**config.mk**
```make
export PLATFORM = sky130hd
export DESIGN_NAME = stream_accumulator
export DESIGN_NICKNAME = d
export VERILOG_FILES = /design/src/rtl/stream_accumulator.sv
export SDC_FILE = /design/constraint.sdc
export NUM_CORES = 1
export LEC_CHECK = 0
export ABC_CLOCK_PERIOD_IN_PS = 3820
export CAP_MARGIN = 30
export CORE_ASPECT_RATIO = 1.2
export CORE_MARGIN = 2
export CORE_UTILIZATION = 47
export DETAILED_ROUTE_END_ITERATION = 6
export PLACE_DENSITY = 0.78
export SLEW_MARGIN = 0
export SYNTH_ARGS = -nofsm -noshare
export SYNTH_HDL_FRONTEND = slang
export SYNTH_SLANG_ARGS = --single-unit
```
**constraint.sdc**
```tcl
create_clock -name iClk -period 3.82 [get_ports iClk]
set_input_delay 0.955 -clock iClk [delete_from_list [all_inputs] [get_ports iClk]]
set_output_delay 0.955 -clock iClk [all_outputs]
set_load 0.1 [all_outputs]
```
**src/rtl/stream_accumulator.sv**
```systemverilog
// Burst accumulator that folds iLen operands through a carry-select adder.
// Optional ACC_CARRY_COUNT_EN adds a saturating carry counter (oCarryCnt).

module carry_chain_adder #(
  parameter int WIDTH       = 32,
  parameter int BLOCK_WIDTH = 8
) (
  input  logic [WIDTH-1:0] iA,
  input  logic [WIDTH-1:0] iB,
  input  logic             iC,
  output logic [WIDTH-1:0] oS,
  output logic             oC
);
  localparam int NB = WIDTH / BLOCK_WIDTH;

  logic [NB:0] c_w;

  assign c_w[0] = iC;

  // Each block precomputes both carry-in cases; the chain only muxes.
  for (genvar g = 0; g < NB; g++) begin : g_blk
    logic [BLOCK_WIDTH:0] s0_w;
    logic [BLOCK_WIDTH:0] s1_w;

    assign s0_w = {1'b0, iA[g*BLOCK_WIDTH +: BLOCK_WIDTH]}
                + {1'b0, iB[g*BLOCK_WIDTH +: BLOCK_WIDTH]};
    assign s1_w = s0_w + {{BLOCK_WIDTH{1'b0}}, 1'b1};

    assign oS[g*BLOCK_WIDTH +: BLOCK_WIDTH] =
      c_w[g] ? s1_w[BLOCK_WIDTH-1:0] : s0_w[BLOCK_WIDTH-1:0];
    assign c_w[g+1] = c_w[g] ? s1_w[BLOCK_WIDTH] : s0_w[BLOCK_WIDTH];
  end

  assign oC = c_w[NB];
endmodule

module stream_accumulator #(
  parameter int WIDTH       = 32,
  parameter int BLOCK_WIDTH = 8,
  parameter int COUNT_WIDTH = 8
) (
  input  logic                   iClk,
  input  logic                   iRst,
  input  logic                   iStart,
  input  logic [COUNT_WIDTH-1:0] iLen,
  input  logic                   iValid,
  output logic                   oReady,
  input  logic [WIDTH-1:0]       iD,
  output logic                   oValid,
  input  logic                   iReady,
  output logic [WIDTH-1:0]       oSum,
  output logic                   oOverflow,
  output logic                   oBusy
`ifdef ACC_CARRY_COUNT_EN
  ,
  output logic [COUNT_WIDTH-1:0] oCarryCnt
`endif
);
  typedef enum logic [1:0] {
    S_IDLE,
    S_ACC,
    S_DONE
  } state_e;

  state_e                 state_q, state_d;
  logic [WIDTH-1:0]       acc_q, acc_d;
  logic [COUNT_WIDTH-1:0] cnt_q, cnt_d;
  logic                   ovf_q, ovf_d;
  logic [WIDTH-1:0]       add_s;
  logic                   add_c;

  carry_chain_adder #(
    .WIDTH      (WIDTH),
    .BLOCK_WIDTH(BLOCK_WIDTH)
  ) u_add (
    .iA(acc_q),
    .iB(iD),
    .iC(1'b0),
    .oS(add_s),
    .oC(add_c)
  );

`ifdef ACC_CARRY_COUNT_EN
  logic [COUNT_WIDTH-1:0] ccnt_q, ccnt_d;
`endif

  always_comb begin
    state_d = state_q;
    acc_d   = acc_q;
    cnt_d   = cnt_q;
    ovf_d   = ovf_q;
`ifdef ACC_CARRY_COUNT_EN
    ccnt_d  = ccnt_q;
`endif
    unique case (state_q)
      S_IDLE: begin
        if (iStart) begin
          acc_d   = '0;
          ovf_d   = 1'b0;
          cnt_d   = iLen;
`ifdef ACC_CARRY_COUNT_EN
          ccnt_d  = '0;
`endif
          state_d = (iLen == '0) ? S_DONE : S_ACC;
        end
      end
      S_ACC: begin
        if (iValid) begin
          acc_d = add_s;
          ovf_d = ovf_q | add_c;
          cnt_d = cnt_q - 1'b1;
`ifdef ACC_CARRY_COUNT_EN
          if (add_c && (ccnt_q != '1))
            ccnt_d = ccnt_q + 1'b1;
`endif
          if (cnt_q == COUNT_WIDTH'(1))
            state_d = S_DONE;
        end
      end
      S_DONE: begin
        if (iReady)
          state_d = S_IDLE;
      end
      default: state_d = S_IDLE;
    endcase
  end

  always_ff @(posedge iClk) begin
    if (iRst) begin
      state_q <= S_IDLE;
      acc_q   <= '0;
      cnt_q   <= '0;
      ovf_q   <= 1'b0;
    end else begin
      state_q <= state_d;
      acc_q   <= acc_d;
      cnt_q   <= cnt_d;
      ovf_q   <= ovf_d;
    end
  end

`ifdef ACC_CARRY_COUNT_EN
  always_ff @(posedge iClk) begin
    if (iRst)
      ccnt_q <= '0;
    else
      ccnt_q <= ccnt_d;
  end

  assign oCarryCnt = ccnt_q;
`endif

  assign oReady    = (state_q == S_ACC);
  assign oValid    = (state_q == S_DONE);
  assign oBusy     = (state_q != S_IDLE);
  assign oSum      = acc_q;
  assign oOverflow = ovf_q;
endmodule

```
==> flow_summary_export.csv <==
group,metric,value,unit
status,outcome,"finished clean",
logic_synthesis,yosysTopAreaCell,"dfxtp_1",
logic_synthesis,syn_nets,537,
pwr,p_leak,2.15,nW
pwr,p_clk_share,17.8,%
place,hpwl,7.15,mm
timing,fin_crit,3670,ps
critical_path,start_kind,"input pin",
critical_path,critPathMaxFanout,6,
floorplanning,die_area,8370,um2
logic_synthesis,syn_inst,451,
cts,clkTransAtPathRegs,90,ps
timing,worst_pin_slew,1010,ps
layout,layout_common_cells,"clkdlybuf4s50_1, buf_4, nor2_1",
global_route,antenna_found_initial,0,
layout,diodes,0,
critical_path,critPathArrivalTime,3860,ps
global_route,grt_pass1_wl,16.1,mm
place,numPortBuffers,80,
routing,final_antenna_net_count,0,
cts,ctsRootBufferMaster,"clkbuf_8",
timing,skew,7.77,ps
floorplanning,io_pins,81,
critical_path,endpoint_kind,"register",
routing,drtPass1Iterations,4,
logic_synthesis,synth_cell_types,64,
pwr,p_comb_share,50.3,%
logic_synthesis,async_flop_share,0,%
layout,drive_gt1_share,18.7,%
pwr,power.internal,0.933,mW
timing,post-route-period-util,96.2,%
flow_run,drv_cap,0,
logic_synthesis,synth-edff-count,0,
timing,setup_violations,0,
critical_path,critical_path.top_delay_family,"buffers and inverters",
timing,setup_ws,145,ps
floorplanning,coreArea,7320,um2
layout,final_common_cell,"clkdlybuf4s50_1",
floorplanning,start_util,49.2,%
timing,relSlewSlack,32.3,%
layout,final_nets,663,
pwr,irDropWorstVdd,199,uV
logic_synthesis,netlist_area,3600,um2
logic_synthesis,yosysWarningCount,0,
worst_hold_path,hold_class,"register to register",
critical_path,crit_path_max_incr_delay,470,ps
cts,cts_buffers,5,
pwr,switching_share,43.2,%
critical_path,crit_buf_inv,4,
routing,route.vias.total,3703,
logic_synthesis,synthFlopType,"dfxtp_1",
critical_path,critPathSlowestCell,"clkdlybuf4s50_1",
timing,fin_tns_setup,0,ps
pwr,p_switching,0.710,mW
routing,postRouteWirelength,9.31,mm
cts,cts_tree,"built",
global_route,grt_pass1_vias,3686,
critical_path,crit_type,"input pin to register",
timing,drv_slew,0,
routing,routed_via_density,5.54,
cts,h-tree-depth,2,
floorplanning,die_h,99.8,um
cts,cts-hold-fix-buffers,0,
floorplanning,die_w,83.9,um
floorplanning,rows,34,
critical_path,path_cells,"clkdlybuf4s50_1 -> ha_2 -> inv_1 -> fa_2 -> nand2b_4 -> a211oi_2 -> a211oi_2 -> nor4b_2 -> buf_4 -> nand4b_1 -> mux2i_4 -> xor2_2 -> buf_6 -> mux2i_1 -> nand2_1",
routing,drc,0,
pwr,seq_power_share,31.8,%
logic_synthesis,synth_top_area_share,23.9,%
critical_path,required,4010,ps
timing,max_freq,272,MHz
cts,clock-sinks,43,
place,place_ws,-539,ps
logic_synthesis,synth.area.top_cells,"dfxtp_1, ha_1, nor2_1",
layout,area_delta_synth_final,41.8,%
global_route,overflow,0,
cts,cts_buffer_depth,2,
routing,wl_per_cell,13.9,um
global_route,grt_max_degree,32,
timing,hold_viol,0,
logic_synthesis,syn_area_per_cell,7.98,um2
logic_synthesis,synth.yosys.seq_area_share,23.9,%
pwr,powerDensity,322,nW/um2
global_route,grt.total_usage,22.7,%
logic_synthesis,synth_seq_cells,43,
place,gp_congestion,0.835,
cts,clock_latency,300,ps
routing,drt_iter0_drc,106,
critical_path,cp_common_cell,"a211oi_2",
## stage by stage
stage / utilization, % / hold WS (ps) / total power, mW / cell area, um2 / std cells
final: 69.7 / 463 / 1.64 / 5100 / 668
after detailed placement: 65.6 / 455 / 1.32 / 4800 / 653
after CTS: 68.3 / 468 / 1.63 / 5000 / 665
after global routing: 69.7 / 487 / 1.74 / 5100 / 668
after global placement: 65.5 / 458 / 1.31 / 4790 / 652
after floorplan: - / 467 / 1.09 / 3600 / 451
## worst register-to-register path: stages, from the launching register on
cell	delay [ps]
dfxtp_2	350
ha_2	200
inv_2	50
fa_2	410
nor2b_4	140
o2111ai_2	160
a21oi_2	220
o2111ai_2	190
nor4b_4	290
buf_4	180
mux2i_4	260
xor2_2	200
buf_6	160
mux2i_1	210
nand2_1	60
## routing by layer
metal / routed length [um] / up-vias / track usage (%)
li1: - / 1863 / -
met1: 4030 / 1738 / 27.4
met2: 4770 / 88 / 42.2
met3: 368 / 14 / 2.96
met4: 144 / 0 / 6.33
met5: 0 / - / 0
## power by group through the flow
stage / Clock [mW] / Combinational (mW) / Sequential (mW)
global route: 0.315 / 0.898 / 0.530
finish: 0.293 / 0.827 / 0.523
CTS: 0.300 / 0.810 / 0.522
detailed placement: 0 / 0.792 / 0.533
global placement: 0 / 0.775 / 0.531
floorplan: 0 / 0.412 / 0.675
## final timing paths
kind                              start                    end  slack, ps  depth (start not counted)
setup reg to reg   oSum[0]$_SDFFE_PP0P_  oSum[29]$_SDFFE_PP0P_        620                         14
setup / recovery                 iD[16]  oSum[29]$_SDFFE_PP0P_        150                         15
hold / removal    oSum[24]$_SDFFE_PP0P_  oSum[24]$_SDFFE_PP0P_        460                          2
hold reg to reg   oSum[24]$_SDFFE_PP0P_  oSum[24]$_SDFFE_PP0P_        460                          2
## cells by family (layout without fill, tap and decap cells)
group                      Yosys count  count (layout)  share of synthesized area [%]
buffers and inverters               40             167                           4.42
and+or+nand+nor                    167             167                           23.0
xor gates and xnor gates            40              40                           9.74
DFF                                 43              43                           23.9
adders and majority gates           41              41                           15.1
muxes                                7               7                           1.95
AOI/OAI and AO/OA                  113             113                           21.9
## state kept, by name (all words and copies together), names as in the netlist
register and flops:
cnt_q 8, state_q 2, oSum 32, oOverflow 1
## cell type report
cell class	count	area [um2]
fillers	593	2220
flip-flops and latches	43	863
well taps	90	113
clock buffers	6	72.6
repair buffers	134	1200
clock inverters	2	12.5
multi-input cells	368	2740
inverters	25	93.8
## cells in the mapped netlist, types with 10 or more instances
| cell | n |
|---|---|
| nor3_1 | 15 |
| nand3_1 | 10 |
| ha_1 | 37 |
| clkbuf_1 | 13 |
| nor2_1 | 56 |
| a21oi_1 | 29 |
| xor2_1 | 16 |
| inv_1 | 25 |
| dfxtp_1 | 43 |
| nand2_1 | 37 |
| o21ai_0 | 17 |
| a22oi_1 | 15 |
| xnor2_1 | 24 |
## repair_timing
action	CTS	global route
cloned	1	0
setup buffers	3	3
resized for setup	23	20
setup endpoints to repair	17	17
pin swaps	10	20
Note: power is estimated with default switching activity, not from simulation.
==> RTL edit (same settings) <==
Re-encode `state_e` (3 states) as one-hot, 3 bits wide.
--- a/src/rtl/stream_accumulator.sv
+++ b/src/rtl/stream_accumulator.sv
@@ -56,10 +56,10 @@
   output logic [COUNT_WIDTH-1:0] oCarryCnt
 `endif
 );
-  typedef enum logic [1:0] {
-    S_IDLE,
-    S_ACC,
-    S_DONE
+  typedef enum logic [2:0] {
+    S_IDLE = 3'b001,
+    S_ACC  = 3'b010,
+    S_DONE = 3'b100
   } state_e;
 
   state_e                 state_q, state_d;
Function: no difference found for any inputs over 10 cycles, from zero or initial values and one cycle with iRst high; not proved beyond that.
==> RTL edit against the unedited design <==
Non-clock buffer count grew 11. Worst setup slack got worse by 59 ps. Global-route usage grew 1.1 points. Total power up 15%. Routed wire length rose by 13%. Design area increased by 3.5%. Clock skew shrank 2.4 ps. Count of clock-buffer cells in the layout grew 1. Sequential cell count is 1 higher. Hold slack better by 14 ps. Area after synthesis increased by 0.52%. Sequential share of layout area down 0.17 points.
==> RTL edit: results (changes against the unedited design) <==
Detailed routing
The final wirelength is 10,500 um (+13%). The violation count after the first detailed-route iteration is 112 (+5.7%). The number of vias per cell after detailed routing is 5.72 (+3.2%).

Power
The leakage power summed over all cells is 0.00225 uW (+4.6%). The internal power came to 1050 uW (+13%). The worst IR drop on VDD came to 0.240 mV (+20%).

Worst setup path
The worst-case reg-to-reg path depth was 12 (-2). Among all stages on the critical path, the largest delay is contributed by sky130_fd_sc_hd__or4_4. The biggest fanout along the worst timing path is 4 (-2). The arrival time reported for the critical path endpoint is 3980 ps (+120 ps). The kind of cell adding the most delay to the critical path is simple AND/OR/NAND/NOR gates.

The maximum single-stage delay on the critical path is 570 ps (+100 ps). In this run the critical register-to-register path is launched from oSum[8]$_SDFFE_PP0P_.

Layout
The fraction of layout instances using a drive strength above 1 is 19.4% (+0.71 points). The number of nets in the layout is 683 (+3.0%). The number of fill cells in the layout came to 580 (-2.2%).

Synth
The net count of the mapped netlist is 545 (+1.5%). The count of cell types in the netlist was 57 (-11%). The total of warnings raised by yosys came to 0 (unchanged).

Ranked by instance count, the synthesized netlist is headed by sky130_fd_sc_hd__nor2_1, sky130_fd_sc_hd__dfxtp_1, sky130_fd_sc_hd__ha_1, sky130_fd_sc_hd__a21oi_1, sky130_fd_sc_hd__nand2_1. The post-synthesis sequential area ratio is 24.4% (+0.43 points). Sorting the synthesized cells by area gives the leading types as sky130_fd_sc_hd__dfxtp_1, sky130_fd_sc_hd__ha_1, sky130_fd_sc_hd__nor2_1.

The most common flop cell mapped by yosys is sky130_fd_sc_hd__dfxtp_1.

STA
The final critical-path setup slack is 86.4 ps (-58.7 ps). The max-slew headroom at the worst pin was 33.9% (+1.6 points). The final setup skew is 5.41 ps (-2.36 ps).

Hold path
In this run the most critical hold path is launched from oOverflow$_SDFFE_PP0P_. The endpoint of the worst hold-timing path is oOverflow$_SDFFE_PP0P_. The worst hold path stage count was 1 (-1).

Global routing
The overall global routing resource usage is 23.8% (+1.1 points). The met2 capacity usage during global routing is 45.7% (+3.6 points). The via count of the first global-routing pass is 3,918 (+6.3%). The first-pass GRT wire length is 16,700 um (+3.5%). The global-route track usage on met1 came to 26.3% (-1.1 points). The met3 track utilization from global routing is 3.54% (+0.58 points).

Run status
The flow ran to the end, and the final reports show no timing, DRC or antenna violations.

Clock network
The total setup buffers inserted after CTS is 9 (+6). The post-cts repair resize count came to 12 (-48%).

Placement
The detailed placement HPWL is 7600 um (+6.3%). The post-place instance area is 0.00488 mm^2 (+1.7%). The pre-CTS setup slack is -547 ps (-7.77 ps). The final weighted congestion of routability-driven global placement is 0.888 (+6.3%).
## RTL edit: cell types whose count changed after synthesis, sizes merged, moves of 4 or more
cell,delta
nor4,-6
or4,+6
a22o,+4
o21ai,+7
nand2,-7
nor2,+5
nor3,-4
nand4,+4
## RTL edit: power groups by stage
stage	sequential [uW]	combinational, uW	clock [uW]
after global placement	577	929	0
after floorplan	689	555	0
after global routing	582	1090	333
final	573	1010	311
after CTS	571	974	320
after detailed placement	580	953	0
## RTL edit: worst max path at each step
stage            from                      to  cells after the start
3_3_place_gp    iD[8]   oSum[27]$_SDFFE_PP0P_                     13
2_1_floorplan   iD[8]   oSum[27]$_SDFFE_PP0P_                     12
4_1_cts        iD[16]   oSum[29]$_SDFFE_PP0P_                     13
5_1_grt        iD[16]  oOverflow$_SDFFE_PP0P_                     14
6_report        iD[8]   oSum[29]$_SDFFE_PP0P_                     14
3_5_place_dp    iD[8]   oSum[27]$_SDFFE_PP0P_                     13
## RTL edit: layout make-up
| cell class | instances | area (um^2) | share of cell area (%) |
|---|---|---|---|
| clock inverter | 1 | 7.51 | 0.142 |
| sequential | 44 | 885 | 16.8 |
| clock buffer | 7 | 86.3 | 1.64 |
| inverter | 28 | 105 | 1.99 |
| multi-input combinational | 373 | 2780 | 52.7 |
| timing repair buffer | 145 | 1300 | 24.6 |
| tap | 92 | 115 | 2.18 |
## RTL edit: metal layers
layer	vias to the layer above	wire length [um]	share of wire, %
li1	1928	-	-
met5	-	0	0
met3	32	429	4.1
met4	0	330	3.1
met1	1878	4180	40
met2	109	5600	53
## RTL edit: kinds of logic after synthesis
| logic type | share of synthesized area, % |
|---|---|
| mux | 2.84 |
| compound gates | 22.2 |
| xor+xnor | 8.93 |
| buf+inv | 4.39 |
| fa+ha+maj | 15.0 |
| simple gates | 22.2 |
| flops | 24.4 |
## RTL edit: through the flow
step           instances  utilization [%]  hold slack, ps
4_1_cts              686             67.0             479
3_5_place_dp         669             64.4             463
2_1_floorplan        459                -             453
3_3_place_gp         669             64.4             458
6_report             690             69.7             477
5_1_grt              690             69.7             519
## RTL edit: worst reg2reg max path, stage by stage, from the launching register on
cell	delay, ps
sky130_fd_sc_hd__dfxtp_2	360
sky130_fd_sc_hd__ha_2	190
sky130_fd_sc_hd__inv_2	40
sky130_fd_sc_hd__fa_2	390
sky130_fd_sc_hd__xnor2_2	230
sky130_fd_sc_hd__nand2_1	110
sky130_fd_sc_hd__a21oi_2	190
sky130_fd_sc_hd__o31ai_4	110
sky130_fd_sc_hd__or4_4	570
sky130_fd_sc_hd__mux2i_4	240
sky130_fd_sc_hd__xnor2_2	160
sky130_fd_sc_hd__or4_1	470
sky130_fd_sc_hd__nand3_1	90
